--- config.mk ---
export PLATFORM = sky130hd
export DESIGN_NAME = pipe_hazard_ctrl_flat
export DESIGN_NICKNAME = d
export VERILOG_FILES = /design/src/rtl/pipe_hazard_ctrl_if.sv /design/src/rtl/pipe_hazard_ctrl.sv /design/src/flat_wrapper.sv
export SDC_FILE = /design/constraint.sdc
export NUM_CORES = 1
export LEC_CHECK = 0
export CORE_ASPECT_RATIO = 0.5
export CORE_MARGIN = 3
export CORE_UTILIZATION = 45
export DETAILED_ROUTE_END_ITERATION = 6
export GPL_TIMING_DRIVEN = 0
export PLACE_DENSITY = 0.95
export SYNTH_ARGS = -nofsm -noshare
export SYNTH_HDL_FRONTEND = slang
export SYNTH_SLANG_ARGS = --single-unit
--- constraint.sdc ---
create_clock -name clk -period 3.3 [get_ports clk]
set_input_delay 0.66 -clock clk [delete_from_list [all_inputs] [get_ports clk]]
set_output_delay 0.66 -clock clk [all_outputs]
set_load 0.05 [all_outputs]
--- src/rtl/pipe_hazard_ctrl_if.sv ---
// Latch enable/flush bundle driven by the hazard controller into the pipeline latches and PC.
interface pipe_hazard_ctrl_if;
  logic PC_EN;
  logic IF_ID_EN;
  logic IF_ID_flush;
  logic ID_EX_EN;
  logic ID_EX_flush;
  logic EX_MEM_EN;
  logic EX_MEM_flush;

  modport master (
    output PC_EN, IF_ID_EN, IF_ID_flush, ID_EX_EN, ID_EX_flush, EX_MEM_EN, EX_MEM_flush
  );

  modport slave (
    input PC_EN, IF_ID_EN, IF_ID_flush, ID_EX_EN, ID_EX_flush, EX_MEM_EN, EX_MEM_flush
  );
endinterface

--- src/rtl/pipe_hazard_ctrl.sv ---
// Pipeline hazard controller: load-use bubbles, branch/trap flushes, memory-wait freeze,
// ALU operand forwarding and a saturating stall counter.
module pipe_hazard_ctrl #(
  parameter int unsigned TRAP_CYCLES = 2,
  parameter int unsigned CNT_W       = 16
) (
  input  logic             clk,
  input  logic             rst,
  input  logic [4:0]       rs1_ID,
  input  logic [4:0]       rs2_ID,
  input  logic             rs1_use_ID,
  input  logic             rs2_use_ID,
  input  logic [4:0]       rs1_EX,
  input  logic [4:0]       rs2_EX,
  input  logic [4:0]       rd_EX,
  input  logic             RegWrite_EX,
  input  logic             mem_r_EX,
  input  logic [4:0]       rd_MEM,
  input  logic             RegWrite_MEM,
  input  logic [4:0]       rd_WB,
  input  logic             RegWrite_WB,
  input  logic             br_taken_EX,
  input  logic             trap_EX,
  input  logic             mret_EX,
  input  logic             mem_req_MEM,
  input  logic             mem_ack,
  input  logic             stall_cnt_clr,
  pipe_hazard_ctrl_if.master latch,
  output logic [1:0]       fwd_A,
  output logic [1:0]       fwd_B,
  output logic             trap_busy,
  output logic [CNT_W-1:0] stall_cnt
);

  typedef enum logic [1:0] {StRun, StMemWait, StTrapFlush} state_e;

  localparam logic [2:0] TcntLoad = 3'(TRAP_CYCLES - 1);

  state_e           state_q, state_d;
  logic [2:0]       tcnt_q, tcnt_d;
  logic [CNT_W-1:0] stall_cnt_q, stall_cnt_d;

  logic freeze, redirect, load_use;
  logic pc_en, if_id_en, if_id_flush, id_ex_en, id_ex_flush, ex_mem_en, ex_mem_flush;

  assign freeze   = mem_req_MEM & ~mem_ack;
  assign redirect = trap_EX | mret_EX;
  assign load_use = mem_r_EX & RegWrite_EX & (rd_EX != 5'd0) &
                    ((rs1_use_ID & (rs1_ID == rd_EX)) | (rs2_use_ID & (rs2_ID == rd_EX)));

  always_comb begin
    state_d      = state_q;
    tcnt_d       = tcnt_q;
    pc_en        = 1'b1;
    if_id_en     = 1'b1;
    if_id_flush  = 1'b0;
    id_ex_en     = 1'b1;
    id_ex_flush  = 1'b0;
    ex_mem_en    = 1'b1;
    ex_mem_flush = 1'b0;

    if (freeze) begin
      pc_en     = 1'b0;
      if_id_en  = 1'b0;
      id_ex_en  = 1'b0;
      ex_mem_en = 1'b0;
      // A freeze during the trap window just parks tcnt; it does not leave TRAP_FLUSH.
      if (state_q != StTrapFlush) begin
        state_d = StMemWait;
      end
    end else if (state_q == StTrapFlush) begin
      if_id_flush  = 1'b1;
      id_ex_flush  = 1'b1;
      ex_mem_flush = 1'b1;
      if (tcnt_q <= 3'd1) begin
        state_d = StRun;
        tcnt_d  = 3'd0;
      end else begin
        tcnt_d = tcnt_q - 3'd1;
      end
    end else if (redirect) begin
      if_id_flush  = 1'b1;
      id_ex_flush  = 1'b1;
      ex_mem_flush = 1'b1;
      tcnt_d       = TcntLoad;
      state_d      = (TRAP_CYCLES > 1) ? StTrapFlush : StRun;
    end else begin
      // Covers both RUN and the ack cycle that ends MEM_WAIT.
      state_d = StRun;
      if (br_taken_EX) begin
        if_id_flush = 1'b1;
        id_ex_flush = 1'b1;
      end else if (load_use) begin
        pc_en       = 1'b0;
        if_id_en    = 1'b0;
        id_ex_flush = 1'b1;
      end
    end
  end

  always_comb begin
    stall_cnt_d = stall_cnt_q;
    if (stall_cnt_clr) begin
      stall_cnt_d = '0;
    end else if (!pc_en && (stall_cnt_q != {CNT_W{1'b1}})) begin
      stall_cnt_d = stall_cnt_q + CNT_W'(1);
    end
  end

  always_ff @(posedge clk or negedge rst) begin
    if (!rst) begin
      state_q     <= StRun;
      tcnt_q      <= 3'd0;
      stall_cnt_q <= '0;
    end else begin
      state_q     <= state_d;
      tcnt_q      <= tcnt_d;
      stall_cnt_q <= stall_cnt_d;
    end
  end

  function automatic logic [1:0] fwd_sel(input logic [4:0] rs);
    if (RegWrite_MEM && (rd_MEM != 5'd0) && (rd_MEM == rs)) begin
      return 2'b01;
    end else if (RegWrite_WB && (rd_WB != 5'd0) && (rd_WB == rs)) begin
      return 2'b10;
    end
    return 2'b00;
  endfunction

  assign fwd_A = fwd_sel(rs1_EX);
  assign fwd_B = fwd_sel(rs2_EX);

  assign latch.PC_EN        = pc_en;
  assign latch.IF_ID_EN     = if_id_en;
  assign latch.IF_ID_flush  = if_id_flush;
  assign latch.ID_EX_EN     = id_ex_en;
  assign latch.ID_EX_flush  = id_ex_flush;
  assign latch.EX_MEM_EN    = ex_mem_en;
  assign latch.EX_MEM_flush = ex_mem_flush;

  assign trap_busy = (state_q == StTrapFlush);
  assign stall_cnt = stall_cnt_q;

endmodule

--- src/flat_wrapper.sv ---
// flat-port wrapper written by rule: the top's interface ports become plain ports
module pipe_hazard_ctrl_flat 
#(
  parameter int unsigned TRAP_CYCLES = 2,
  parameter int unsigned CNT_W       = 16
)
  (clk, rst, rs1_ID, rs2_ID, rs1_use_ID, rs2_use_ID, rs1_EX, rs2_EX, rd_EX, RegWrite_EX, mem_r_EX, rd_MEM, RegWrite_MEM, rd_WB, RegWrite_WB, br_taken_EX, trap_EX, mret_EX, mem_req_MEM, mem_ack, stall_cnt_clr, fwd_A, fwd_B, trap_busy, stall_cnt, latch_PC_EN, latch_IF_ID_EN, latch_IF_ID_flush, latch_ID_EX_EN, latch_ID_EX_flush, latch_EX_MEM_EN, latch_EX_MEM_flush);
  pipe_hazard_ctrl_if latch_i ();
  input  logic clk;
  input  logic rst;
  input  logic [4:0] rs1_ID;
  input  logic [4:0] rs2_ID;
  input  logic rs1_use_ID;
  input  logic rs2_use_ID;
  input  logic [4:0] rs1_EX;
  input  logic [4:0] rs2_EX;
  input  logic [4:0] rd_EX;
  input  logic RegWrite_EX;
  input  logic mem_r_EX;
  input  logic [4:0] rd_MEM;
  input  logic RegWrite_MEM;
  input  logic [4:0] rd_WB;
  input  logic RegWrite_WB;
  input  logic br_taken_EX;
  input  logic trap_EX;
  input  logic mret_EX;
  input  logic mem_req_MEM;
  input  logic mem_ack;
  input  logic stall_cnt_clr;
  output logic [1:0] fwd_A;
  output logic [1:0] fwd_B;
  output logic trap_busy;
  output logic [CNT_W-1:0] stall_cnt;
  output wire logic [$bits(latch_i.PC_EN)-1:0] latch_PC_EN;
  output wire logic [$bits(latch_i.IF_ID_EN)-1:0] latch_IF_ID_EN;
  output wire logic [$bits(latch_i.IF_ID_flush)-1:0] latch_IF_ID_flush;
  output wire logic [$bits(latch_i.ID_EX_EN)-1:0] latch_ID_EX_EN;
  output wire logic [$bits(latch_i.ID_EX_flush)-1:0] latch_ID_EX_flush;
  output wire logic [$bits(latch_i.EX_MEM_EN)-1:0] latch_EX_MEM_EN;
  output wire logic [$bits(latch_i.EX_MEM_flush)-1:0] latch_EX_MEM_flush;
  assign latch_PC_EN = latch_i.PC_EN;
  assign latch_IF_ID_EN = latch_i.IF_ID_EN;
  assign latch_IF_ID_flush = latch_i.IF_ID_flush;
  assign latch_ID_EX_EN = latch_i.ID_EX_EN;
  assign latch_ID_EX_flush = latch_i.ID_EX_flush;
  assign latch_EX_MEM_EN = latch_i.EX_MEM_EN;
  assign latch_EX_MEM_flush = latch_i.EX_MEM_flush;
  pipe_hazard_ctrl #(.TRAP_CYCLES(TRAP_CYCLES), .CNT_W(CNT_W)) u_core (.clk(clk), .rst(rst), .rs1_ID(rs1_ID), .rs2_ID(rs2_ID), .rs1_use_ID(rs1_use_ID), .rs2_use_ID(rs2_use_ID), .rs1_EX(rs1_EX), .rs2_EX(rs2_EX), .rd_EX(rd_EX), .RegWrite_EX(RegWrite_EX), .mem_r_EX(mem_r_EX), .rd_MEM(rd_MEM), .RegWrite_MEM(RegWrite_MEM), .rd_WB(rd_WB), .RegWrite_WB(RegWrite_WB), .br_taken_EX(br_taken_EX), .trap_EX(trap_EX), .mret_EX(mret_EX), .mem_req_MEM(mem_req_MEM), .mem_ack(mem_ack), .stall_cnt_clr(stall_cnt_clr), .latch(latch_i), .fwd_A(fwd_A), .fwd_B(fwd_B), .trap_busy(trap_busy), .stall_cnt(stall_cnt));
endmodule
==> impl_metrics.tcl <==
set metrics [dict create \
    die_h_um 48.8 \
    synth_area_leader_cell "dfrtp_1" \
    relSlewSlack 0.344 \
    die_x_um 91.6 \
    hp-class "register to register" \
    slowest_stage "or4_1" \
    grtUsageTotal 0.219 \
    wl_per_cell_um 15.5 \
    async_flop_share 1.00 \
    cp_top_family "simple AND/OR/NAND/NOR gates" \
    synth_edf_count 0 \
    core_um2 3240 \
    dr.pass1.iters 4 \
    max_cap_violations 0 \
    cp_slowest_stage_delay_ns 0.56 \
    initial_core_util 0.509 \
    crit_path_end_kind "output port" \
    layout_min_cycle_time_ns 3.22 \
    synthCells 184 \
    drive_above_1_share 0.0985 \
    cp_num_buf_inv 2 \
    post_cts_buffers 0 \
    rsz0062_at_grt "no" \
    clock_sink_count 21 \
    timing_hold_violations_final 0 \
    cts_hold_buf 0 \
    clk_latency_ns 0.27 \
    fill_cells 212 \
    netlist_area_um2 1650 \
    drt-total-wl_um 4830 \
    io_pins 77 \
    required_ns 2.64 \
    drt_first_iter_violations 192 \
    power_density_nw_per_um2 324 \
    p_leak_nw 0.989 \
    vias 1748 \
    root_buffer "clkbuf_8" \
    synth-seq-area-share 0.319 \
    htree_levels 1 \
    critical_path_class "input pin to output port" \
    total_power_mw 0.825 \
    status "finished clean" \
    grt_pass1_wl_um 7980 \
    final_cells 312 \
    min_period_over_period 0.977 \
    cts_tree "yes" \
    place_hpwl_um 3840 \
    drc 0 \
    synth_ff_type "dfrtp_1" \
    syn_area_per_cell_um2 8.96 \
    finClkSkew_ns 0.00873 \
    grt_max_degree 22 \
    grt-ovfl-total 0 \
    clk_pin_slew_worst_paths_ns 0.07 \
    synth_common_cells "21 x dfrtp_1, 16 x xnor2_1, 15 x nor2_1" \
    grt_pass1_vias 1697 \
    use_met1 0.262 \
    ys_warn_count 0 \
    drv_slew 0 \
    worst_pin_slew_ns 0.981 \
    cts_buffer_depth 2 \
    worstPathCellList "clkdlybuf4s50_1, or4_1, o21ai_0, or4_1, nor4_2, buf_2" \
    use_met3 0.0724 \
    diodes 0 \
    nets 317 \
    area_delta_synth_final_pct 54.3 \
    ir_worst_vdd_v 0.000409 \
    ys_top_cells_by_area "dfrtp_1 32%, xnor2_1 8.5%, xor2_1 7.4%, or4_1 5.0%, a21oi_1 3.6%" \
    synth.most_common_cell "dfrtp_1" \
    syn_nets 236 \
    ys_seq_elements 21 \
    dp.cells 308 \
    antenna_found_initial 0 \
    num_rows 14 \
    startpoint_type "input pin" \
    critical_path_arrival_ns 2.56 \
    grt_busiest_layer "met2" \
    synth_top_area_share 0.319 \
    synth.distinct_cells 44 \
    dieArea_um2 4470 \
    gp_congestion 0.841 \
    fmax_mhz 310 \
    crit_fanout 3 \
    cts_buffers 3 \
    ant_nets 0 \
    vias_per_cell 5.60 \
    grt.met2_usage 0.388 \
    cp_common_cell "or4_1" \
    numPortBuffers 76 \
    setup_violations 0 \
]
[timing repair]
action	CTS	global route
gates resized for setup	33	5
pin swaps	0	0
endpoints found under the setup margin	7	3
[placed cells by master (no fill, tap or decap), types with 4 or more instances in the layout]
cell type        instances
nor2b_1                  6
clkdlybuf4s50_1         65
xor2_1                  14
o31ai_1                  5
nand3_1                 10
dlygate4sd2_1            6
xnor2_1                 16
dfrtp_1                 21
nand2_1                 10
nor2_1                  15
inv_1                    5
a21oi_1                 11
nor4_1                   4
o21ai_0                  4
mux2_1                   5
nor4_2                   4
or4_1                   11
[sequential cells by signal (all words and copies together) (netlist names)]
signal / cells
u_core.stall_cnt: 16
u_core.tcnt_q: 3
u_core.state_q: 2
[stage by stage]
| stage | setup TNS [ns] | util | hold slack, ns | worst slack, ns | cell area, um2 |
|---|---|---|---|---|---|
| after global routing | 0 | 0.785 | 0.561 | 0.00730 | 2540 |
| after CTS | 0 | 0.781 | 0.538 | 0.0444 | 2530 |
| after global placement | -2.81 | 0.771 | 0.501 | -0.729 | 2500 |
| after floorplan | 0 | - | 0.364 | 0.0782 | 1680 |
| after detailed placement | -3.00 | 0.771 | 0.529 | -0.761 | 2500 |
| final | 0 | 0.785 | 0.539 | 0.0759 | 2540 |
[power breakdown]
part           internal (mW)  leakage, nW  switching (mW)  total, mW
sequential             0.282        0.286          0.0161      0.298
clock                 0.0863       0.0228          0.0880      0.174
combinational          0.151        0.680           0.201      0.353
total                  0.519        0.989           0.305      0.825
[cells by family (layout without fill, tap and decap cells)]
kind of cell,after synthesis,count (layout),synth area share
AOI/OAI and AO/OA,35,35,0.148
and+or+nand+nor,76,76,0.259
buffers and inverters,13,93,0.0516
xor gates and xnor gates,30,30,0.159
adders and majority gates,3,3,0.0228
DFF,21,21,0.319
muxes,6,6,0.0410
[cell type report]
cell class              count  area (um2)  area share
plain buffers               7        60.1      0.0236
clock buffers               4        45.0      0.0177
inverters                   6        25.0     0.00983
multi-input cells         150        1070       0.422
flip-flops and latches     21         526       0.206
well taps                  48        60.1      0.0236
repair buffers             76         754       0.296
[worst paths after layout]
kind                                            startpoint                               end  slack [ns]  cells after the start
min in group asynchronous                              rst   u_core.stall_cnt[9]$_DFFE_PN0P_        0.93                      1
hold / removal                u_core.tcnt_q[2]$_DFFE_PN0P_      u_core.tcnt_q[2]$_DFFE_PN0P_        0.54                      1
hold reg to reg               u_core.tcnt_q[2]$_DFFE_PN0P_      u_core.tcnt_q[2]$_DFFE_PN0P_        0.54                      1
max in group asynchronous                              rst   u_core.stall_cnt[2]$_DFFE_PN0P_        1.77                      1
setup / recovery                                  rd_WB[0]                          fwd_B[1]        0.08                      6
setup reg to reg           u_core.stall_cnt[0]$_DFFE_PN0P_  u_core.stall_cnt[11]$_DFFE_PN0P_        1.05                      7
[metal layers]
| metal | up-vias | share of wire |
|---|---|---|
| met5 | - | 0 |
| met4 | 0 | 0.0043 |
| met3 | 2 | 0.11 |
| met2 | 101 | 0.49 |
| met1 | 810 | 0.40 |
| li1 | 835 | - |
[worst register-to-register path, cell delays in order, from the launching register on]
cell,delay [ns]
dfrtp_1,0.41
ha_1,0.22
nand3_1,0.11
or2_2,0.34
nor3_2,0.47
buf_6,0.22
nor3_1,0.07
mux2_1,0.30
Note: power is estimated with default switching activity, not from simulation.
